File: src/rtl/nanorisc_pkg.sv
// nanorisc_pkg: opcodes, FSM state encoding and datapath select codes shared
// by the NanoRisc control unit and its strobe decoder.
package nanorisc_pkg;

    localparam logic [3:0] OP_NOP   = 4'h0;
    localparam logic [3:0] OP_ADD   = 4'h1;
    localparam logic [3:0] OP_SUB   = 4'h2;
    localparam logic [3:0] OP_AND   = 4'h3;
    localparam logic [3:0] OP_OR    = 4'h4;
    localparam logic [3:0] OP_SLT   = 4'h5;
    localparam logic [3:0] OP_LOAD  = 4'h6;
    localparam logic [3:0] OP_STORE = 4'h7;
    localparam logic [3:0] OP_SEND0 = 4'h8;
    localparam logic [3:0] OP_SEND1 = 4'h9;
    localparam logic [3:0] OP_BEQ   = 4'hA;
    localparam logic [3:0] OP_J     = 4'hB;
    localparam logic [3:0] OP_JAL   = 4'hC;
    localparam logic [3:0] OP_HALT  = 4'hF;

    localparam logic [1:0] PC_INC = 2'd0;
    localparam logic [1:0] PC_BR  = 2'd1;
    localparam logic [1:0] PC_JMP = 2'd2;

    localparam logic [2:0] ALU_ADD = 3'd0;
    localparam logic [2:0] ALU_SUB = 3'd1;
    localparam logic [2:0] ALU_AND = 3'd2;
    localparam logic [2:0] ALU_OR  = 3'd3;
    localparam logic [2:0] ALU_SLT = 3'd4;

    typedef enum logic [2:0] {
        S_IDLE, S_FETCH, S_DECODE, S_EXEC, S_MEMACC, S_WB, S_HALT, S_ERROR
    } stateT;

    function automatic logic isAluOp(input logic [3:0] op);
        return op >= OP_ADD && op <= OP_SLT;
    endfunction

    // BEQ compares by subtraction, so it shares the SUB code
    function automatic logic [2:0] aluFor(input logic [3:0] op);
        return (op == OP_SUB || op == OP_BEQ) ? ALU_SUB :
               op == OP_AND ? ALU_AND :
               op == OP_OR  ? ALU_OR  :
               op == OP_SLT ? ALU_SLT : ALU_ADD;
    endfunction

    function automatic stateT decodeNext(input logic [3:0] op);
        return (isAluOp(op) || op == OP_BEQ || op == OP_J || op == OP_JAL) ? S_EXEC :
               (op == OP_LOAD || op == OP_STORE) ? S_MEMACC :
               (op == OP_SEND0 || op == OP_SEND1) ? S_WB :
               op == OP_NOP  ? S_FETCH :
               op == OP_HALT ? S_HALT : S_ERROR;
    endfunction

endpackage

File: src/rtl/nanorisc_ctrl_decode.sv
// nanorisc_ctrl_decode: combinational map from FSM state and latched opcode to
// the memory, PC, ALU and register-bank strobes.
module nanorisc_ctrl_decode import nanorisc_pkg::*; (
    input  stateT      state,
    input  logic [3:0] opcode,
    input  logic       aluZero,
    input  logic       memReady,
    output logic       memReq,
    output logic       memWe,
    output logic       memAddrSel,
    output logic       irWrite,
    output logic       pcWrite,
    output logic [1:0] pcSrc,
    output logic [2:0] aluOp,
    output logic       RegWrite,
    output logic       RegMemWrite,
    output logic       isSendType0,
    output logic       raWrite,
    output logic       busy,
    output logic       halted,
    output logic       error
);

    logic alu, exec, wb, jump, branch;

    always_comb begin
        alu         = isAluOp(opcode);
        exec        = state == S_EXEC;
        wb          = state == S_WB;
        jump        = exec && (opcode == OP_J || opcode == OP_JAL);
        branch      = exec && opcode == OP_BEQ && aluZero;
        memReq      = state == S_FETCH || state == S_MEMACC;
        memAddrSel  = state == S_MEMACC;
        memWe       = memAddrSel && opcode == OP_STORE;
        irWrite     = state == S_FETCH && memReady;
        pcWrite     = irWrite || jump || branch;
        pcSrc       = jump ? PC_JMP : branch ? PC_BR : PC_INC;
        aluOp       = (exec && (alu || opcode == OP_BEQ)) ? aluFor(opcode) : ALU_ADD;
        RegWrite    = wb && (alu || opcode == OP_SEND0 || opcode == OP_SEND1);
        RegMemWrite = wb && opcode == OP_LOAD;
        isSendType0 = wb && opcode == OP_SEND0;
        raWrite     = exec && opcode == OP_JAL;
        busy        = !(state == S_IDLE || state == S_HALT || state == S_ERROR);
        halted      = state == S_HALT;
        error       = state == S_ERROR;
    end

endmodule

File: src/rtl/nanorisc_control_fsm.sv
// nanorisc_control_fsm: multi-cycle NanoRisc control unit; owns the state
// register, opcode latch and memory-wait timeout counter.
module nanorisc_control_fsm import nanorisc_pkg::*; #(
    parameter int MEM_TIMEOUT = 15,
    parameter int CNT_W       = 4
) (
    input  logic       clock,
    input  logic       resetN,
    input  logic       start,
    input  logic [7:0] instr,
    input  logic       memReady,
    input  logic       aluZero,
    output logic       memReq,
    output logic       memWe,
    output logic       memAddrSel,
    output logic       irWrite,
    output logic       pcWrite,
    output logic [1:0] pcSrc,
    output logic [2:0] aluOp,
    output logic       RegWrite,
    output logic       RegMemWrite,
    output logic       isSendType0,
    output logic       raWrite,
    output logic       busy,
    output logic       halted,
    output logic       error
);

    stateT            state, nextState;
    logic [3:0]       opcode;
    logic [CNT_W-1:0] waitCnt;
    logic             memWait, timeout;
    logic             unusedOperand;

    // register operands are taken from the IR by the datapath
    assign unusedOperand = ^instr[3:0];
    assign memWait       = state == S_FETCH || state == S_MEMACC;
    assign timeout       = !memReady && waitCnt == CNT_W'(MEM_TIMEOUT - 1);

    always_ff @(posedge clock or negedge resetN) begin
        if (!resetN) begin
            state   <= S_IDLE;
            opcode  <= '0;
            waitCnt <= '0;
        end else begin
            state   <= nextState;
            waitCnt <= (memWait && !memReady) ? waitCnt + 1'b1 : '0;
            if (state == S_FETCH && memReady)
                opcode <= instr[7:4];
        end
    end

    always_comb begin
        nextState = state;
        case (state)
            S_IDLE:   nextState = start ? S_FETCH : S_IDLE;
            S_FETCH:  nextState = memReady ? S_DECODE : timeout ? S_ERROR : S_FETCH;
            S_DECODE: nextState = decodeNext(opcode);
            S_EXEC:   nextState = isAluOp(opcode) ? S_WB : S_FETCH;
            S_MEMACC: nextState = memReady ? (opcode == OP_LOAD ? S_WB : S_FETCH) :
                                  timeout ? S_ERROR : S_MEMACC;
            S_WB:     nextState = S_FETCH;
            S_HALT:   nextState = start ? S_FETCH : S_HALT;
            S_ERROR:  nextState = S_ERROR;
        endcase
    end

    nanorisc_ctrl_decode decode (
        .state(state), .opcode(opcode), .aluZero(aluZero), .memReady(memReady),
        .memReq(memReq), .memWe(memWe), .memAddrSel(memAddrSel), .irWrite(irWrite),
        .pcWrite(pcWrite), .pcSrc(pcSrc), .aluOp(aluOp), .RegWrite(RegWrite),
        .RegMemWrite(RegMemWrite), .isSendType0(isSendType0), .raWrite(raWrite),
        .busy(busy), .halted(halted), .error(error)
    );

endmodule

File: config.mk
export PLATFORM = sky130hd
export DESIGN_NAME = nanorisc_control_fsm
export DESIGN_NICKNAME = d
export VERILOG_FILES = /design/src/rtl/nanorisc_pkg.sv /design/src/rtl/nanorisc_ctrl_decode.sv /design/src/rtl/nanorisc_control_fsm.sv
export SDC_FILE = /design/constraint.sdc
export NUM_CORES = 1
export LEC_CHECK = 0
export ABC_AREA = 1
export ABC_CLOCK_PERIOD_IN_PS = 1600
export CORE_UTILIZATION = 43
export DETAILED_ROUTE_END_ITERATION = 6
export PLACE_DENSITY = 0.81
export SYNTH_ARGS = -nofsm -noshare
export SYNTH_HDL_FRONTEND = slang
export SYNTH_SLANG_ARGS = --single-unit
File: constraint.sdc
create_clock -name clock -period 1.6 [get_ports clock]
set_clock_uncertainty 0.1 [all_clocks]
set_input_delay 0.16 -clock clock [delete_from_list [all_inputs] [get_ports clock]]
set_output_delay 0.16 -clock clock [all_outputs]
set_load 0.005 [all_outputs]
==> results.json, run 1 <==
{
  "synth_nets": 142,
  "cts_buffer_depth": 2,
  "stop_stage": "global routing",
  "ios": 30,
  "num_rows": 15,
  "yosysUniqueCellTypes": 23,
  "ys_seq_area_share_pct": 33.2,
  "port_buffers": 25,
  "grt_max_degree": 12,
  "place_congestion": 0.904,
  "clkSinkCount": 11,
  "synth_top_area_share_pct": 33.2,
  "dp_hpwl_um": 1900,
  "toolErrorMsg": "[ERROR DPL-0038] Utilization greater than 100%, impossible to legalize",
  "chipWidth_um": 45.9,
  "die_h_um": 45.9,
  "synth_top_area_cell": "dfrtp_1",
  "grt-worst-endpoint": "aluOp[2]",
  "avgSynthCellArea_um2": 6.53,
  "initial_core_util_pct": 47.0,
  "ys_top_cells_by_area": "dfrtp_1 33%, nand2_1 16%, nor2_1 9.5%",
  "worst-ep-kind": "top-level output",
  "h-tree-depth": 1,
  "status": "aborted with a tool error",
  "cts_made_buffers": 3,
  "syn_inst": 127,
  "yosys_warnings": 0,
  "ys_ff_latch": 11,
  "ctsHoldBuffers": 0,
  "syn_area_um2": 830,
  "cts_root_buf": "clkbuf_4"
}
## stage by stage
step	setup slack (ns)	cells	cell area, um2	hold WS [ns]
after floorplan	0.384	127	830	-0.236
after global placement	-0.176	199	1270	0.363
after detailed placement	-0.174	199	1270	0.382
after CTS	-0.108	233	1630	0.140
## timing repair
action	4_1_cts
endpoints found under the setup margin	17
setup buffers	31
gates cloned	0
pin swaps	15
resized for setup	112
## cell usage after synthesis
master and instances:
nand2_1 36, nor2_1 21, inv_1 16, dfrtp_1 11
nand3_1 10, o21ai_0 5, a21oi_1 4, nor3_1 4
ha_1 2, inv_2 2, nand2_2 2, nand4_1 2
nor2_2 2, buf_4 1, buf_6 1, clkinv_2 1
nand2_4 1, nor3_2 1, nor3_4 1, o211ai_1 1
or2_4 1, xnor2_1 1, xor2_1 1
## logic make-up after synthesis
| group | share of synthesized area [%] |
|---|---|
| AO/OA/AOI/OAI | 6.33 |
| adder cells (fa/ha/maj) | 3.02 |
| flip-flops | 33.2 |
| AND/OR/NAND/NOR | 44.3 |
| XOR/XNOR | 2.11 |
| buffers and inverters | 11.0 |
==> run 2: changes to the inputs <==
--- a/config.mk
+++ b/config.mk
@@ -7,9 +7,10 @@
 export LEC_CHECK = 0
 export ABC_AREA = 1
 export ABC_CLOCK_PERIOD_IN_PS = 1600
-export CORE_UTILIZATION = 43
+export CORE_AREA = 2 2 63 65
 export DETAILED_ROUTE_END_ITERATION = 6
-export PLACE_DENSITY = 0.81
+export DIE_AREA = 0 0 65 67
+export PLACE_DENSITY_LB_ADDON = 0.15
 export SYNTH_ARGS = -nofsm -noshare
 export SYNTH_HDL_FRONTEND = slang
 export SYNTH_SLANG_ARGS = --single-unit
==> run 2 against run 1 <==
The flow now finishes, with violations (negative setup slack). Synthesized cell count stayed put. Synthesized area stayed put.
==> results.json, run 2 <==
{
  "clockPowerShare_pct": 46.4,
  "swShare_pct": 18.6,
  "place_congestion": 0.754,
  "drv_cap": 0,
  "finalSetupViolations": 6,
  "end_kind": "primary output",
  "met1_usage_pct": 15.0,
  "cts_made_buffers": 3,
  "powerDensity_nw_per_um2": 348,
  "stdcell_count": 253,
  "antenna_found_initial": 0,
  "top_usage_layer": "met2",
  "path_delay_family": "buffers and inverters",
  "post-route-period-util_pct": 103,
  "hold_slack_ns": 0.170,
  "final_common_cell": "buf_4",
  "synth_most_common_cell": "nand2_1",
  "placed_cell_area_um2": 1320,
  "rrSetupSlack_ns": 0.11,
  "cts_tree": "done",
  "power.share.sequential_pct": 48.0,
  "drc": 0,
  "cts_root_buf": "clkbuf_8",
  "grt_use_total_pct": 13.4,
  "violations": "negative setup slack",
  "fmaxAchievable_mhz": 606,
  "diodes": 0,
  "syn_area_um2": 830,
  "ys_ff_latch": 11,
  "post-route-min-period_ns": 1.65,
  "register_area_um2": 284,
  "design_area_um2": 1670,
  "initial_core_util_pct": 23.0,
  "h-tree-depth": 1,
  "synth_top_area_share_pct": 33.2,
  "mostFrequentLayoutCells": "42 x buf_4, 27 x nand2_1, 15 x nor2_1",
  "chipWidth_um": 65,
  "reg_top3": "opcode: 4 flops, waitCnt: 4 flops, state: 3 flops",
  "antenna_left": 0,
  "syn2layout_area_growth_pct": 101,
  "crit_chain": "buf_4, inv_4, nor2_4, buf_4, a21oi_1, nor2_1, buf_2",
  "port_buffers": 25,
  "multi_input_area_um2": 594,
  "synthTopCellsByCount": "36 x nand2_1, 21 x nor2_1, 16 x inv_1",
  "setup_ws_ns": -0.0512,
  "fillers": 373,
  "wirelength_um": 2830,
  "slowest_delay_ns": 0.45,
  "path_clk_slew_ns": 0.05,
  "grt_overflow": 0,
  "yosysUniqueCellTypes": 23,
  "peakVddDrop_mv": 0.327,
  "power.leakage_nw": 0.842,
  "grt_max_degree": 12,
  "synth_edf_count": 0,
  "die_h_um": 67,
  "syn_inst": 127,
  "ys_seq_area_share_pct": 33.2,
  "cts_buffer_depth": 2,
  "grt_setup_unrepaired": "true",
  "reg2reg_to": "state[2]$_DFF_PN0_",
  "synth_flop_cell": "dfrtp_1",
  "crit_top_cell": "buf_4",
  "cp.required_ns": 1.34,
  "placedCellCount": 224,
  "hold_path_class": "in2async",
  "grt_util_met2_pct": 25.5,
  "ys_async_sr_fraction_pct": 100,
  "drt-initial-drc-count": 40,
  "finalHoldViolCount": 0,
  "num_vias": 1061,
  "num_rows": 22,
  "grt_pass1_vias": 1042,
  "finalMaxSlewViolations": 0,
  "status": "complete, but fails checks",
  "core_um2": 3610,
  "via_per_inst": 4.19,
  "clock_latency_ns": 0.23,
  "ys_top_cells_by_area": "dfrtp_1 33%, nand2_1 16%, nor2_1 9.5%",
  "use_met3_pct": 1.69,
  "drt-pass1-iter-count": 4,
  "avgSynthCellArea_um2": 6.53,
  "dp_hpwl_um": 1930,
  "r2r_cells": 11,
  "clkSinkCount": 11,
  "timing.rr.start": "opcode[1]$_DFFE_PN0P_",
  "yosys_warnings": 0,
  "die_area_um2": 4360,
  "crit_type": "reg2out",
  "p_int_uw": 473,
  "ios": 30,
  "relSlewSlack_pct": 66.1,
  "worst_slew_pin_slew_ns": 0.508,
  "grt_pass1_wl_um": 4440,
  "crit_buf_inv": 4,
  "synth_top_area_cell": "dfrtp_1",
  "switching_power_uw": 108,
  "final_nets": 221,
  "synth_nets": 142,
  "start_kind": "register",
  "wl_per_cell_um": 11.2,
  "cp.arrival_ns": 1.39,
  "cpMaxStageDelayCell": "dfrtp_2",
  "comb_power_share_pct": 5.6,
  "final_util_pct": 46.3,
  "path_max_fanout": 4,
  "drive_gt1_share_pct": 55.1
}
[run 2: logic make-up after synthesis]
group / share of synthesized area [%]
AO/OA/AOI/OAI: 6.33
flip-flops: 33.2
buffers and inverters: 11.0
AND/OR/NAND/NOR: 44.3
XOR/XNOR: 2.11
adder cells (fa/ha/maj): 3.02
[run 2: final cells by class]
type | count | area share, %
tap | 48 | 3.60
clock buffer | 4 | 2.70
sequential | 11 | 17.0
inverter | 19 | 4.50
timing repair buffer | 76 | 36.6
multi-input combinational | 95 | 35.6
[run 2: how the worst max path moves through the flow]
stage,startpoint,to,depth (start not counted)
floorplan,opcode[1]$_DFFE_PN0P_,aluOp[0],6
global placement,opcode[0]$_DFFE_PN0P_,pcWrite,6
detailed placement,opcode[0]$_DFFE_PN0P_,pcWrite,6
CTS,opcode[2]$_DFFE_PN0P_,aluOp[2],7
global route,opcode[1]$_DFFE_PN0P_,aluOp[2],7
finish,opcode[1]$_DFFE_PN0P_,aluOp[0],7
[run 2: worst register-to-register path: cells and delay by family (launching register included)]
kind,cells,cell delay (ns)
and+or+nand+nor,7,0.37
DFF,1,0.45
buffers and inverters,4,0.46
[run 2: metal layers]
metal,vias up,share of wire [%],wire (um)
met5,-,0,0
met4,0,0.53,15
met3,2,3.5,99
met2,21,53,1490
met1,487,43,1220
li1,551,-,-
[run 2: per-stage QoR]
step	setup TNS (ns)	total power, mW	worst slack, ns
3_3_place_gp	-1.84	0.316	-0.194
2_1_floorplan	0	0.287	0.384
4_1_cts	-0.187	0.594	-0.0568
6_report	-0.246	0.581	-0.0512
5_1_grt	-0.935	0.616	-0.146
3_5_place_dp	-1.84	0.316	-0.191
[run 2: power by group through the flow]
stage / clock network [mW] / registers (mW) / logic (mW)
after detailed placement: 0 / 0.283 / 0.0328
final: 0.269 / 0.279 / 0.0326
after global placement: 0 / 0.283 / 0.0328
after CTS: 0.282 / 0.279 / 0.0333
after floorplan: 0 / 0.283 / 0.00325
after global routing: 0.302 / 0.278 / 0.0355
[run 2: what timing repair did]
action | in CTS | in global routing
resized for setup | 99 | 14
hold buffers | 0 | 0
endpoints found under the hold margin | 0 | 0
setup buffers | 19 | 6
pin swaps | 17 | 8
endpoints found under the setup margin | 17 | 14
Power figures use the tool's default switching activity.
